[config.mk]
export PLATFORM = sky130hd
export DESIGN_NAME = noc_local_ni
export DESIGN_NICKNAME = d
export VERILOG_FILES = /design/src/rtl/noc_local_ni.sv
export SDC_FILE = /design/constraint.sdc
export NUM_CORES = 1
export LEC_CHECK = 0
export ABC_AREA = 1
export BUFFER_PORTS_ARGS = -buffer_cell sky130_fd_sc_hd__buf_2
export CORE_ASPECT_RATIO = 0.9
export CORE_MARGIN = 2
export CORE_UTILIZATION = 52
export CTS_CLUSTER_DIAMETER = 40
export CTS_CLUSTER_SIZE = 28
export DETAILED_ROUTE_END_ITERATION = 12
export PLACE_DENSITY = 0.73
export SYNTH_ARGS = -nofsm -noshare
export SYNTH_HDL_FRONTEND = slang
export SYNTH_SLANG_ARGS = --single-unit
[constraint.sdc]
create_clock -name clk -period 4.8 [get_ports clk]
set_input_delay 1.2 -clock clk [delete_from_list [all_inputs] [get_ports clk]]
set_output_delay 1.2 -clock clk [all_outputs]
set_load 0.02 [all_outputs]
[src/rtl/noc_local_ni.sv]
// noc_local_ni: local network interface between a core and a router L port (credit-based inject, buffered eject)
// Ports:
//   clk, rst                 clock, synchronous active-high reset
//   tx_valid/tx_dest_x/tx_dest_y/tx_payload/tx_ready   core request side, packed into {payload,x,y} flits
//   net_data_o/net_enable_o/net_credit_i               flit out to router L input port, credit return
//   net_data_i/net_enable_i/net_credit_o               flit in from router L output port, credit back
//   rx_valid/rx_data/rx_ready                          first-word fall-through eject FIFO head to core
//   ovf_err/credit_err/misroute_err                    sticky error flags
module noc_local_ni #(
    parameter logic [3:0] XCOORD   = 4'd0,
    parameter logic [3:0] YCOORD   = 4'd0,
    parameter int         TX_DEPTH = 4,
    parameter int         RX_DEPTH = 4,
    parameter int         CREDITS  = 4
) (
    input  logic        clk,
    input  logic        rst,
    input  logic        tx_valid,
    input  logic [3:0]  tx_dest_x,
    input  logic [3:0]  tx_dest_y,
    input  logic [7:0]  tx_payload,
    output logic        tx_ready,
    output logic [15:0] net_data_o,
    output logic        net_enable_o,
    input  logic        net_credit_i,
    input  logic [15:0] net_data_i,
    input  logic        net_enable_i,
    output logic        net_credit_o,
    output logic        rx_valid,
    output logic [15:0] rx_data,
    input  logic        rx_ready,
    output logic        ovf_err,
    output logic        credit_err,
    output logic        misroute_err
);
    localparam int TW = $clog2(TX_DEPTH);
    localparam int RW = $clog2(RX_DEPTH);
    localparam int CW = $clog2(CREDITS + 1);
    localparam logic [CW-1:0] CMAX = CW'(CREDITS);
    logic [15:0]   tx_mem [TX_DEPTH];
    logic [15:0]   rx_mem [RX_DEPTH];
    logic [TW:0]   tx_wp, tx_rp;
    logic [RW:0]   rx_wp, rx_rp;
    logic [CW-1:0] credits, credits_nxt;
    logic          tx_full, tx_empty, rx_full, rx_empty;
    logic          tx_push, send, rx_pop, rx_push;
    // extra MSB on each pointer separates full (MSBs differ) from empty (pointers equal)
    assign tx_empty = tx_wp == tx_rp;
    assign tx_full  = tx_wp == {~tx_rp[TW], tx_rp[TW-1:0]};
    assign rx_empty = rx_wp == rx_rp;
    assign rx_full  = rx_wp == {~rx_rp[RW], rx_rp[RW-1:0]};
    assign tx_ready = !tx_full;
    assign tx_push  = tx_valid && !tx_full;
    assign send     = !tx_empty && credits != '0;
    assign rx_valid = !rx_empty;
    assign rx_data  = rx_mem[rx_rp[RW-1:0]];
    assign rx_pop   = rx_valid && rx_ready;
    // a full FIFO still takes the write when the head leaves on the same edge
    assign rx_push  = net_enable_i && (!rx_full || rx_pop);
    always_comb begin
        credits_nxt = (send && !net_credit_i) ? credits - CW'(1) :
                      (!send && net_credit_i && credits != CMAX) ? credits + CW'(1) : credits;
    end
    always_ff @(posedge clk) begin
        if (rst) begin
            tx_wp        <= '0;
            tx_rp        <= '0;
            rx_wp        <= '0;
            rx_rp        <= '0;
            credits      <= CMAX;
            net_data_o   <= '0;
            net_enable_o <= 1'b0;
            net_credit_o <= 1'b0;
            ovf_err      <= 1'b0;
            credit_err   <= 1'b0;
            misroute_err <= 1'b0;
        end else begin
            tx_wp        <= tx_wp + (TW+1)'(tx_push);
            tx_rp        <= tx_rp + (TW+1)'(send);
            rx_wp        <= rx_wp + (RW+1)'(rx_push);
            rx_rp        <= rx_rp + (RW+1)'(rx_pop);
            credits      <= credits_nxt;
            net_enable_o <= send;
            net_credit_o <= rx_pop;
            if (send)
                net_data_o <= tx_mem[tx_rp[TW-1:0]];
            if (net_credit_i && !send && credits == CMAX)
                credit_err <= 1'b1;
            if (net_enable_i && rx_full && !rx_pop)
                ovf_err <= 1'b1;
            if (rx_push && net_data_i[7:0] != {XCOORD, YCOORD})
                misroute_err <= 1'b1;
        end
    end
    always_ff @(posedge clk) begin
        if (tx_push)
            tx_mem[tx_wp[TW-1:0]] <= {tx_payload, tx_dest_x, tx_dest_y};
        if (rx_push)
            rx_mem[rx_wp[RW-1:0]] <= net_data_i;
    end
endmodule
Word level (Yosys, flattened, before mapping)
Memories as Yosys holds them, arrays and structs flattened. A register that Yosys moved wholly into a read port is not among the register bits.
Index checks and enable logic that the tools add are counted.
Widths: inputs -> output; s select.
- flip-flop bits (word level): 20
- RAM bits: 128
- input port bits: 38
- output and inout bits: 39
- word-level logic and storage cells: 55
- memories kept: 2
- memory list (memory ; depth ; width ; rd ports ; clocked after memory_dff ; write ports ; line ; source):
    rx_mem ; 4 ; 16 ; 1 ; 1 ; 1 ; 41 ; logic [15:0] rx_mem [RX_DEPTH];
    tx_mem ; 4 ; 16 ; 1 ; 1 ; 1 ; 40 ; logic [15:0] tx_mem [TX_DEPTH];
- add/subtract/negate cells: 6
- equal/unequal tests: 6
- mux-type cells: 7
- bitwise gates (word level): 2
- reduce and logical (&&, ||, !) cells: 22
- operators by type and width (cell ; count):
    $add 3x1->3 ; 4
    $eq 3x3->1 ; 4
    $logic_and 1x1->1 ; 11
    $reduce_bool 8->1 ; 1
    $logic_not 1->1 ; 7
    $mux 3 ; 2
    $mux 1 ; 4
    $add 3x1->3 const B ; 1
    $eq 3x3->1 const B ; 1
    $ne 3x3->1 const B ; 1
    $reduce_bool 3->1 ; 1
    $sub 3x1->3 const B ; 1
    $mux 2 ; 1
    $not 1->1 ; 2
    $reduce_bool 2->1 ; 1
    $logic_or 1x1->1 ; 1

Depth between registers and ports, before layout
- depth in word-level cells: 8
- mapped depth: 13
- mapped depth without buffers: 12

Worst setup path after synthesis
OpenSTA, ideal clock, no wires.
- path kind: input port to flip-flop
- from: input rx_ready
- to: memory rx_mem[1][0] (enable)
- library setup time: 409 ps
- data arrival time: 2535 ps
- required time: 4391 ps
- slack: 1856 ps
- stages: 4
- buffers on the path: 0
- cell sequence: nor2_1 -> nand2_1 -> nand2_1 -> nor3_1
- cells in the longest elaborated chain, start to end: 5
- ends and longest elaborated chain (what ; line ; source):
    start: declaration ; 31 ; input logic rx_ready,
    $logic_and 1x1->1 ; 57 ; assign rx_pop = rx_valid && rx_ready;
    $logic_or 1x1->1 ; 59 ; assign rx_push = net_enable_i && (!rx_full || rx_pop);
    $logic_and 1x1->1 ; 59 ;
    $mux 1 ; 98 ; if (rx_push)
    $mux 1 (not written as such) ; 99 ; rx_mem[rx_wp[RW-1:0]] <= net_data_i;
    end: declaration ; 41 ;
Every way passes these cells.

==> impl_metrics.toml <==
[status]
outcome = "finished, final reports clean"

[detailed_routing]
ant_nets = 0
drt-pass1-iter-count = 5
wirelength_mm = 12.53
vias = 4169
drt_iter0_drc = 374
routedWlPerCell_um = 16.38
routed_via_density = 5.450
drc_errors = 0

[synthesis]
ys_seq_area_frac = 0.7159
syn_nets = 561
yosys.area.top_type = "edfxtp_1"
synth_ff_type = "edfxtp_1"
synth.distinct_cells = 33
syn-mean-instance-area_um2 = 12.40
yosysMostFrequentCell = "edfxtp_1"
netlist_area_um2 = 6376
synth-seq-cells = 164
synth-async-reset-ratio = 0
synthTopCellsByArea = "edfxtp_1 60%, dfxtp_1 11%, o21ai_0 4.9%"
ys_warn_count = 0
syn_inst = 514
synth-edff-count = 128
synth_top_area_frac = 0.6028
yosys-top-cells-count = "128 x edfxtp_1, 81 x nor2_1, 63 x o21ai_0"

[floorplan]
dieWidth_um = 120.7
rows = 38
core_um2 = 12030
ios = 77
die_area_um2 = 13160
initial_core_util = 0.5301
fp.dieH_um = 109.1

[layout]
area.sequential_um2 = 4564
syn2layout_area_growth_pct = 17.66
fin_nets = 637
drive_gt1_frac = 0.2454
finalNonFillerCells = 765
multi_input_area_um2 = 1607
design_area_um2 = 7502
utilization = 0.6237
fillCellCount = 889

[cts]
cts_hold_buffers = 0
numCtsBuffers = 17
post_cts_buffers = 0
clock-sinks = 164
clkTransAtPathRegs_ps = 60
clock_latency_ps = 420
postCtsResizedCells = 0
cts-htree-levels = 4
root_buffer = "clkbuf_16"
ctsLongestPathBuffers = 2
cts_tree = "built"

[sta]
finalSetupTns_ps = 0
setup_ws_ps = 1355
final.period_utilization = 0.7176
fin_skew_ps = 4.798
fin_crit_ps = 3445
slew_headroom = 0.3648
slew_viol_final = 0
rsz0062_at_grt = "false"
hold_ws_ps = 461.3
setup_viol = 0
finalHoldViolCount = 0
fmax_mhz = 290.3
tightest_slew_ps = 951.7

[grt]
gr-total-overflow = 0
grt_use_total = 0.2044
grt_pass1_vias = 4072
antenna_found_initial = 2
grt_pass1_wl_mm = 20.06
grt_max_degree = 36

[setup_path]
crit_path_end_kind = "primary output"
critPathKind = "flop to primary output"
worstPathMaxFanout = 19
setup.worst_path.start_class = "flop"
crit_required_ps = 3600
cp_data_arrival_time_ps = 2240

[power_and_ir_drop]
ir_drop_v = 0.0004253
clockPowerShare = 0.311
pwr-share-comb = 0.263
seq_power_share = 0.426
net-switching-power_mw = 1.384
power_density_nw_per_um2 = 559.6
leakagePower_nw = 2.810
power_mw = 4.198
p_int_mw = 2.814
switching_share = 0.3296

[flow_run]
cap_violations = 0

[placed_design]
place_area_um2 = 6923
dpl.cell_count = 731
dp_hpwl_mm = 7.837
dp_slack_ps = 1821
place.gp.congestion = 0.7743
io_buffers = 76

[hold_path]
min_path_type = "flop to flop"
-- final timing paths --
| check | startpoint | end | slack, ps | depth (start not counted) |
|---|---|---|---|---|
| worst max-delay path | rx_rp[1] | rx_data[3] | 1360 | 4 |
| worst min-delay path | ovf_err | ovf_err | 460 | 2 |
| worst max register to register | tx_rp[0] | credits[2] | 1860 | 13 |
| worst min register to register | ovf_err | ovf_err | 460 | 2 |
-- per-layer routing --
metal  global-route usage  wire length, µm  vias to the layer above
met4              0.07890              182                        0
li1                     -                -                     1985
met3              0.06538              779                       19
met1               0.2594             5466                     2023
met5                    0                0                        -
met2               0.3309             6106                      142
-- critical path: stages (launching register included) --
cell	delay [ps]
dfxtp_1	800
inv_1	490
o21ai_0	230
o22ai_1	120
buf_2	180
-- state kept, by name, indices dropped and copies added (netlist names), 3 cells and up --
name,count
rx_rp,3
net_data_o,16
rx_wp,3
tx_rp,3
tx_mem,64
credits,3
tx_wp,3
rx_mem,64
-- power groups by stage --
| stage | sequential [mW] | clock (mW) | combinational (mW) |
|---|---|---|---|
| CTS | 1.79 | 1.33 | 1.11 |
| finish | 1.79 | 1.30 | 1.11 |
| global placement | 1.81 | 0 | 1.06 |
| floorplan | 1.88 | 0 | 0.768 |
| global route | 1.80 | 1.39 | 1.22 |
| detailed placement | 1.82 | 0 | 1.10 |
-- layout make-up --
class,count,area share
Sequential cell,164,0.6084
Multi-Input combinational cell,294,0.2141
Clock buffer,20,0.05954
Timing Repair Buffer,83,0.05771
Tap cell,160,0.02668
Clock inverter,12,0.01701
Inverter,30,0.01584
Antenna cell,2,0.0006671
-- kinds of logic after synthesis --
kind of cell	Yosys count	synth area share
AO/OA/AOI/OAI	119	0.1064
AND/OR/NAND/NOR	160	0.1093
flip-flops	164	0.7159
buffers and inverters	56	0.04140
adder cells (fa/ha/maj)	9	0.01884
XOR/XNOR	6	0.008242
-- layout by cell type (no fill, tap or decap), types with 3 or more instances in the layout --
master / netlist / final
nand2_1: 40 / 40
inv_1: 27 / 27
clkinv_2: 1 / 3
buf_4: 0 / 7
o21ai_0: 63 / 63
dfxtp_1: 36 / 36
a21oi_1: 11 / 11
nor2_1: 81 / 81
nand4_1: 3 / 3
inv_6: 1 / 4
ha_1: 8 / 8
clkbuf_16: 0 / 17
nand3_1: 9 / 9
nand2_2: 13 / 13
o22ai_1: 32 / 32
buf_2: 1 / 76
a21oi_2: 9 / 9
xnor2_1: 5 / 5
edfxtp_1: 128 / 128
nor3_4: 0 / 3
nor3_2: 0 / 5
No activity file was read; power rests on OpenSTA's default activity.
